[src/rtl/dsp48a1_mac_seq.sv]
// ---------------------------------------------------------------------------
// dsp48a1_mac_seq
//
// Multiply-accumulate sequencer driving a DSP48A1 slice to compute unsigned
// dot products. A job command carries the number of (A,B) operand pairs; the
// pairs are streamed straight into the slice's A1/B1 registers, OPMODE is
// issued one cycle behind each operand so it meets the product at the M
// register, and the final P value is captured as the 48-bit result.
//
// Expected slice configuration: A1REG=B1REG=MREG=PREG=OPMODEREG=1,
// A0REG=B0REG=0, B_INPUT="DIRECT", CARRYINSEL="OPMODE5", RSTTYPE="SYNC",
// all CE* tied high, D/C/PCIN/BCIN/CARRYIN tied to 0.
//
// Ports
//   CLK         in   1      rising-edge clock
//   RST         in   1      synchronous active-high reset
//   cmd_valid   in   1      job request
//   cmd_ready   out  1      job accepted on cmd_valid && cmd_ready (IDLE only)
//   cmd_len     in   LEN_W  operand pairs in the job (0 allowed)
//   in_valid    in   1      operand pair valid
//   in_ready    out  1      operand pair accepted on in_valid && in_ready
//   in_a        in   18     unsigned multiplicand
//   in_b        in   18     unsigned multiplier
//   res_valid   out  1      result valid
//   res_ready   in   1      result consumed on res_valid && res_ready
//   res_data    out  48     accumulated sum mod 2^48
//   busy        out  1      high whenever the sequencer is not idle
//   dsp_A       out  18     to slice A
//   dsp_B       out  18     to slice B
//   dsp_OPMODE  out  8      to slice OPMODE
//   dsp_RST     out  1      to every slice RST* input
//   dsp_P       in   48     from slice P
// ---------------------------------------------------------------------------
module dsp48a1_mac_seq #(
  parameter int LEN_W   = 16,
  parameter int DSP_LAT = 3
) (
  input  logic             CLK,
  input  logic             RST,
  input  logic             cmd_valid,
  output logic             cmd_ready,
  input  logic [LEN_W-1:0] cmd_len,
  input  logic             in_valid,
  output logic             in_ready,
  input  logic [17:0]      in_a,
  input  logic [17:0]      in_b,
  output logic             res_valid,
  input  logic             res_ready,
  output logic [47:0]      res_data,
  output logic             busy,
  output logic [17:0]      dsp_A,
  output logic [17:0]      dsp_B,
  output logic [7:0]       dsp_OPMODE,
  output logic             dsp_RST,
  input  logic [47:0]      dsp_P
);

  // Drain counter must hold values up to DSP_LAT-1.
  localparam int CNT_W = (DSP_LAT > 1) ? $clog2(DSP_LAT) : 1;

  // OPMODE encodings: X = opmode[1:0], Z = opmode[3:2].
  localparam logic [7:0] OPM_FIRST = 8'h01;  // X=M, Z=0: start a fresh sum
  localparam logic [7:0] OPM_ACC   = 8'h09;  // X=M, Z=P: accumulate
  localparam logic [7:0] OPM_HOLD  = 8'h08;  // X=0, Z=P: P holds its value

  typedef enum logic [1:0] {
    IDLE  = 2'd0,
    ACC   = 2'd1,
    DRAIN = 2'd2,
    DONE  = 2'd3
  } state_t;

  state_t             state_r;
  state_t             state_s;
  logic [LEN_W-1:0]   remaining_r;
  logic [LEN_W-1:0]   remaining_s;
  logic               first_r;
  logic               first_s;
  logic [CNT_W-1:0]   drain_cnt_r;
  logic [CNT_W-1:0]   drain_cnt_s;
  logic [47:0]        res_data_s;
  logic [7:0]         opmode_s;
  logic               cmd_hs_s;
  logic               in_hs_s;

  // Selects the OPMODE that must meet an operand at the slice's M register.
  function automatic logic [7:0] opmode_for(input logic issued, input logic first);
    logic [7:0] op;
    if (issued) begin
      if (first) begin
        op = OPM_FIRST;
      end else begin
        op = OPM_ACC;
      end
    end else begin
      op = OPM_HOLD;
    end
    return op;
  endfunction

  assign cmd_hs_s = cmd_valid && cmd_ready;
  assign in_hs_s  = in_valid && in_ready;

  // The slice shares our synchronous reset so in-flight products are flushed.
  assign dsp_RST = RST;

  // Operands go straight to the slice input registers while accumulating.
  always_comb begin
    dsp_A = 18'd0;
    dsp_B = 18'd0;
    if (state_r == ACC) begin
      dsp_A = in_a;
      dsp_B = in_b;
    end else begin
      dsp_A = 18'd0;
      dsp_B = 18'd0;
    end
  end

  // Next-state, job bookkeeping and result capture.
  always_comb begin
    state_s     = state_r;
    remaining_s = remaining_r;
    first_s     = first_r;
    drain_cnt_s = drain_cnt_r;
    res_data_s  = res_data;
    case (state_r)
      IDLE: begin
        if (cmd_hs_s) begin
          if (cmd_len == '0) begin
            state_s    = DONE;
            res_data_s = 48'd0;
          end else begin
            state_s     = ACC;
            remaining_s = cmd_len;
            first_s     = 1'b1;
          end
        end else begin
          state_s = IDLE;
        end
      end
      ACC: begin
        if (in_hs_s) begin
          remaining_s = remaining_r - LEN_W'(1);
          first_s     = 1'b0;
          if (remaining_r == LEN_W'(1)) begin
            // The last pair still needs DSP_LAT cycles to reach P.
            state_s     = DRAIN;
            drain_cnt_s = CNT_W'(DSP_LAT - 1);
          end else begin
            state_s = ACC;
          end
        end else begin
          state_s = ACC;
        end
      end
      DRAIN: begin
        if (drain_cnt_r == '0) begin
          res_data_s = dsp_P;
          state_s    = DONE;
        end else begin
          drain_cnt_s = drain_cnt_r - CNT_W'(1);
        end
      end
      DONE: begin
        if (res_ready) begin
          state_s = IDLE;
        end else begin
          state_s = DONE;
        end
      end
      default: begin
        state_s = IDLE;
      end
    endcase
  end

  // OPMODE is one cycle behind the operand handshake to line up with M.
  always_comb begin
    opmode_s = opmode_for(in_hs_s, first_r);
  end

  // State, bookkeeping and all registered outputs; flags decode the next state.
  always_ff @(posedge CLK) begin
    if (RST) begin
      state_r     <= IDLE;
      remaining_r <= '0;
      first_r     <= 1'b0;
      drain_cnt_r <= '0;
      res_data    <= 48'd0;
      dsp_OPMODE  <= OPM_HOLD;
      cmd_ready   <= 1'b1;
      in_ready    <= 1'b0;
      res_valid   <= 1'b0;
      busy        <= 1'b0;
    end else begin
      state_r     <= state_s;
      remaining_r <= remaining_s;
      first_r     <= first_s;
      drain_cnt_r <= drain_cnt_s;
      res_data    <= res_data_s;
      dsp_OPMODE  <= opmode_s;
      cmd_ready   <= (state_s == IDLE);
      in_ready    <= (state_s == ACC);
      res_valid   <= (state_s == DONE);
      busy        <= (state_s != IDLE);
    end
  end

endmodule

[config.mk]
export PLATFORM = sky130hd
export DESIGN_NAME = dsp48a1_mac_seq
export DESIGN_NICKNAME = d
export VERILOG_FILES = /design/src/rtl/dsp48a1_mac_seq.sv
export SDC_FILE = /design/constraint.sdc
export NUM_CORES = 1
export LEC_CHECK = 0
export ABC_AREA = 1
export CELL_PAD_IN_SITES_DETAIL_PLACEMENT = 1
export CELL_PAD_IN_SITES_GLOBAL_PLACEMENT = 1
export CORE_MARGIN = 5
export CORE_UTILIZATION = 27
export DETAILED_ROUTE_END_ITERATION = 8
export GPL_TIMING_DRIVEN = 0
export PLACE_DENSITY_LB_ADDON = 0.3
export SLEW_MARGIN = 0
export SYNTH_ARGS = -nofsm -noshare
export SYNTH_HDL_FRONTEND = slang
export SYNTH_SLANG_ARGS = --single-unit
[constraint.sdc]
create_clock -name CLK -period 1.8 [get_ports CLK]
set_input_delay 0.36 -clock CLK [delete_from_list [all_inputs] [get_ports CLK]]
set_output_delay 0.36 -clock CLK [all_outputs]
set_load 0.01 [all_outputs]
==> out/metrics.json <==
{
  "slew_headroom": {"value": 65.72, "unit": "%"},
  "number_of_synthesized_flops_with_an_enable_pin": {"value": 0},
  "min_delay_path_depth": {"value": 1},
  "drt_first_pass_iters": {"value": 4},
  "finalCritPeriodShare": {"value": 97.79, "unit": "%"},
  "largest_net_degree_at_the_start_of_global_routing": {"value": 15},
  "netlist-cell-type-count": {"value": 26},
  "first_pass_grt_wire_length": {"value": 24.90, "unit": "mm"},
  "critical_path.endpoint_type": {"value": "output port"},
  "rr_startpoint": {"value": "state_r[0]"},
  "r2r.worst_path.cells": {"value": 13},
  "detail_route.iter0.violations": {"value": 123},
  "drc_violation_count_after_routing": {"value": 0},
  "critical-path-slowest-cell": {"value": "sky130_fd_sc_hd__dfxtp_2"},
  "tightestPinTransition": {"value": 0.5142, "unit": "ns"},
  "power_leakage": {"value": 3.312, "unit": "nW"},
  "met2RoutedLength": {"value": 7.563, "unit": "mm"},
  "antenna_violations_before_repair": {"value": 0},
  "syn_to_final_growth": {"value": 64.78, "unit": "%"},
  "drive_gt1_share": {"value": 14.59, "unit": "%"},
  "wire_per_inst": {"value": 14.27, "unit": "um"},
  "layout_min_cycle_time": {"value": 1.760, "unit": "ns"},
  "num-nets-final": {"value": 1028},
  "worst_hold_path.endpoint": {"value": "dsp_OPMODE[3]"},
  "max_clock_freq": {"value": 0.5681, "unit": "GHz"},
  "yosys_register_bits": {"value": 75},
  "worstReg2RegEnd": {"value": "remaining_r[4]"},
  "core": {"value": 0.01515, "unit": "mm^2"},
  "avgViaCountPerCell": {"value": 4.310},
  "cts.root.buffer_cell": {"value": "sky130_fd_sc_hd__clkbuf_16"},
  "top_area_cells_in_the_synthesized_netlist": {"value": "sky130_fd_sc_hd__dfxtp_1 36%, sky130_fd_sc_hd__nor2_1 23%, sky130_fd_sc_hd__inv_1 10%"},
  "worst-endpoint-arrival": {"value": 1.40, "unit": "ns"},
  "top_layer_used": {"value": "met4"},
  "clockBufferDepth": {"value": 2},
  "syn_inst": {"value": 695},
  "number_of_clock_buffers_inserted_by_tritoncts": {"value": 9},
  "timing.hold.worst.start": {"value": "first_r"},
  "timing.critical_path.from_type": {"value": "flip-flop"},
  "timing.critical_path.cells": {"value": "inv_4 -> nor2_4 -> inv_8 -> buf_8 -> nor2_4 -> buf_2"},
  "synth_largest_type_area_fraction": {"value": 36.16, "unit": "%"},
  "finalCoreUtilization": {"value": 45.18, "unit": "%"},
  "detail_route.wirelength.met1": {"value": 6.752, "unit": "mm"},
  "tritoncts": {"value": "built"},
  "criticalPathCategory": {"value": "flip-flop to output port"},
  "setup-violations-final": {"value": 0},
  "grt_pass1_vias": {"value": 4866},
  "std_cell_rows": {"value": 45},
  "yosys_warn_count": {"value": 0},
  "max-vdd-ir-drop": {"value": 0.0004106, "unit": "V"},
  "met3_wirelength": {"value": 1.397, "unit": "mm"},
  "reg2reg_setup_slack": {"value": 0.16, "unit": "ns"},
  "synth-main-ff-cell": {"value": "sky130_fd_sc_hd__dfxtp_1"},
  "globalRouteTotalUtil": {"value": 17.33, "unit": "%"},
  "pin_count": {"value": 202},
  "fp.dieArea": {"value": 0.01796, "unit": "mm^2"},
  "hold_path.class": {"value": "flip-flop to flip-flop"},
  "die_w": {"value": 134.0, "unit": "um"},
  "insertedDiodeCount": {"value": 0},
  "power_density": {"value": 868.2, "unit": "mW/mm^2"},
  "overall_die_height": {"value": 134.0, "unit": "um"},
  "worstPathRequired": {"value": 1.44, "unit": "ns"},
  "fillers": {"value": 1991},
  "hpwl": {"value": 12.08, "unit": "mm"},
  "crit_path_frequent_cell": {"value": "sky130_fd_sc_hd__nor2_4"},
  "maxCapViolCount": {"value": 0},
  "synth_common_cells": {"value": "251 x sky130_fd_sc_hd__nor2_1, 113 x sky130_fd_sc_hd__inv_1, 93 x sky130_fd_sc_hd__nand2_1, 75 x sky130_fd_sc_hd__dfxtp_1, 54 x sky130_fd_sc_hd__o21ai_0"},
  "rsz0062_at_grt": {"value": "yes"},
  "via_count": {"value": 4797},
  "synthArstFlopShare": {"value": 0, "unit": "%"},
  "final-hold-violation-count": {"value": 0},
  "grt-ovfl-total": {"value": 0},
  "path_clk_slew": {"value": 0.06, "unit": "ns"},
  "synth_most_common_cell": {"value": "sky130_fd_sc_hd__nor2_1"},
  "cpPeakStageDelay": {"value": 0.36, "unit": "ns"},
  "detail-route-antenna-nets": {"value": 0},
  "worst_hold_slack": {"value": 0.3963, "unit": "ns"},
  "initial_utilization": {"value": 27.42, "unit": "%"},
  "syn_area_per_cell": {"value": 5.975, "unit": "um^2"},
  "cts_sinks": {"value": 75},
  "synth_sequential_area_ratio": {"value": 36.16, "unit": "%"},
  "post_cts_hold_buffers": {"value": 0},
  "fin_skew": {"value": 0.009728, "unit": "ns"},
  "finalWirelength": {"value": 15.88, "unit": "mm"},
  "place.port_buffers": {"value": 195},
  "number_of_max_slew_violations_in_the_final_report": {"value": 0},
  "outcome": {"value": "finished clean"},
  "cell_area_after_technology_mapping": {"value": 0.004153, "unit": "mm^2"},
  "clock_tree.htree_level_count": {"value": 3},
  "gp_congestion": {"value": 0.7605},
  "synth_area_leader": {"value": "sky130_fd_sc_hd__dfxtp_1"},
  "crit_fanout": {"value": 8},
  "clkLatencyLatePin": {"value": 0.34, "unit": "ns"}
}
routing by layer:
layer	up-vias	GRT usage, %
li1	2497	-
met1	2143	19.63
met2	147	31.16
met3	10	6.002
met4	0	4.412
met5	-	0
cells in the final DEF, fill, tap and decap left out, types with 2 or more instances in the layout:
| master | n |
|---|---|
| sky130_fd_sc_hd__a21oi_1 | 13 |
| sky130_fd_sc_hd__buf_2 | 39 |
| sky130_fd_sc_hd__buf_4 | 18 |
| sky130_fd_sc_hd__buf_6 | 6 |
| sky130_fd_sc_hd__buf_8 | 7 |
| sky130_fd_sc_hd__bufinv_16 | 2 |
| sky130_fd_sc_hd__clkbuf_1 | 9 |
| sky130_fd_sc_hd__clkbuf_16 | 11 |
| sky130_fd_sc_hd__clkbuf_2 | 3 |
| sky130_fd_sc_hd__clkdlybuf4s50_1 | 157 |
| sky130_fd_sc_hd__clkinv_4 | 2 |
| sky130_fd_sc_hd__conb_1 | 6 |
| sky130_fd_sc_hd__dfxtp_1 | 73 |
| sky130_fd_sc_hd__dfxtp_2 | 2 |
| sky130_fd_sc_hd__ha_1 | 3 |
| sky130_fd_sc_hd__inv_1 | 113 |
| sky130_fd_sc_hd__inv_2 | 2 |
| sky130_fd_sc_hd__inv_4 | 2 |
| sky130_fd_sc_hd__inv_6 | 3 |
| sky130_fd_sc_hd__nand2_1 | 93 |
| sky130_fd_sc_hd__nand2_2 | 4 |
| sky130_fd_sc_hd__nand3_1 | 26 |
| sky130_fd_sc_hd__nor2_1 | 234 |
| sky130_fd_sc_hd__nor2_2 | 15 |
| sky130_fd_sc_hd__nor2_4 | 8 |
| sky130_fd_sc_hd__o21ai_0 | 40 |
| sky130_fd_sc_hd__o21ai_1 | 15 |
| sky130_fd_sc_hd__o21ai_2 | 2 |
| sky130_fd_sc_hd__or2_2 | 2 |
| sky130_fd_sc_hd__xor2_1 | 3 |
state kept, by name, summed over array words and instances (netlist names):
signal and count:
dsp_OPMODE 2, remaining_r 16, in_ready 1, state_r 2, res_data 48, cmd_ready 1
busy 1, res_valid 1, drain_cnt_r 2, first_r 1
how the worst max path moves through the flow:
| stage | cells after the start | slack, ns | startpoint | endpoint |
|---|---|---|---|---|
| 3_3_place_gp | 6 | -0.64 | RST | remaining_r[14] |
| 4_1_cts | 12 | 0.002 | state_r[1] | remaining_r[2] |
| 6_report | 6 | 0.04 | state_r[0] | dsp_A[14] |
| 5_1_grt | 6 | -0.01 | state_r[0] | dsp_A[6] |
| 3_5_place_dp | 7 | -0.64 | state_r[1] | dsp_A[14] |
| 2_1_floorplan | 6 | 0.20 | state_r[1] | dsp_A[0] |
metrics by stage:
stage | cells | TNS (ns) | total power (W) | setup WS (ns) | cell area, um^2
2_1_floorplan | 700 | 0 | 0.002977 | 0.2047 | 4172
3_3_place_gp | 1083 | -47.80 | 0.003800 | -0.6431 | 6359
3_5_place_dp | 1083 | -49.93 | 0.003831 | -0.6358 | 6359
4_1_cts | 1110 | 0 | 0.005916 | 0.002075 | 6673
5_1_grt | 1113 | -0.04940 | 0.006302 | -0.009643 | 6843
6_report | 1113 | 0 | 0.005941 | 0.03975 | 6843
layout make-up:
class                      count  area (um^2)  area share, %
clock buffer                   9        225.2          3.291
inverter                     118        457.9          6.692
timing repair inverter         1        6.256        0.09142
sequential                    75         1504          21.98
tap                          188        235.2          3.438
clock inverter                 7        100.1          1.463
timing repair buffer         210         1957          28.60
multi-input combinational    469         2073          30.30
buffer                        36        284.0          4.151
worst max-delay path: cells and delay by family, from the launching register on:
kind / cells / cell delay (ns)
flops: 1 / 0.36
buf+inv: 4 / 0.43
simple gates: 2 / 0.27
where the power goes:
part | switching [W] | leakage (nW) | internal, W
clock network | 0.000788 | 0.160 | 0.00123
logic | 0.00102 | 2.54 | 0.000932
registers | 0.000131 | 0.614 | 0.00184
total | 0.00194 | 3.31 | 0.00400
repair_timing:
item	in CTS	in global routing
setup buffers	10	3
pin swaps	2	8
setup endpoints to repair	78	80
gates cloned	2	2
endpoints found under the hold margin	0	0
resized for setup	166	52
kinds of logic (layout without fill, tap and decap cells):
| kind of cell | after synthesis | in the layout | share of synthesized area [%] |
|---|---|---|---|
| other cells | 1 | 6 | 0.09030 |
| xor+xnor | 3 | 3 | 0.6328 |
| flops | 75 | 75 | 36.16 |
| fa+ha+maj | 3 | 3 | 0.9040 |
| buf+inv | 156 | 381 | 16.60 |
| simple gates | 385 | 385 | 36.85 |
| compound gates | 72 | 72 | 8.768 |
Note: power is estimated with default switching activity, not from simulation.
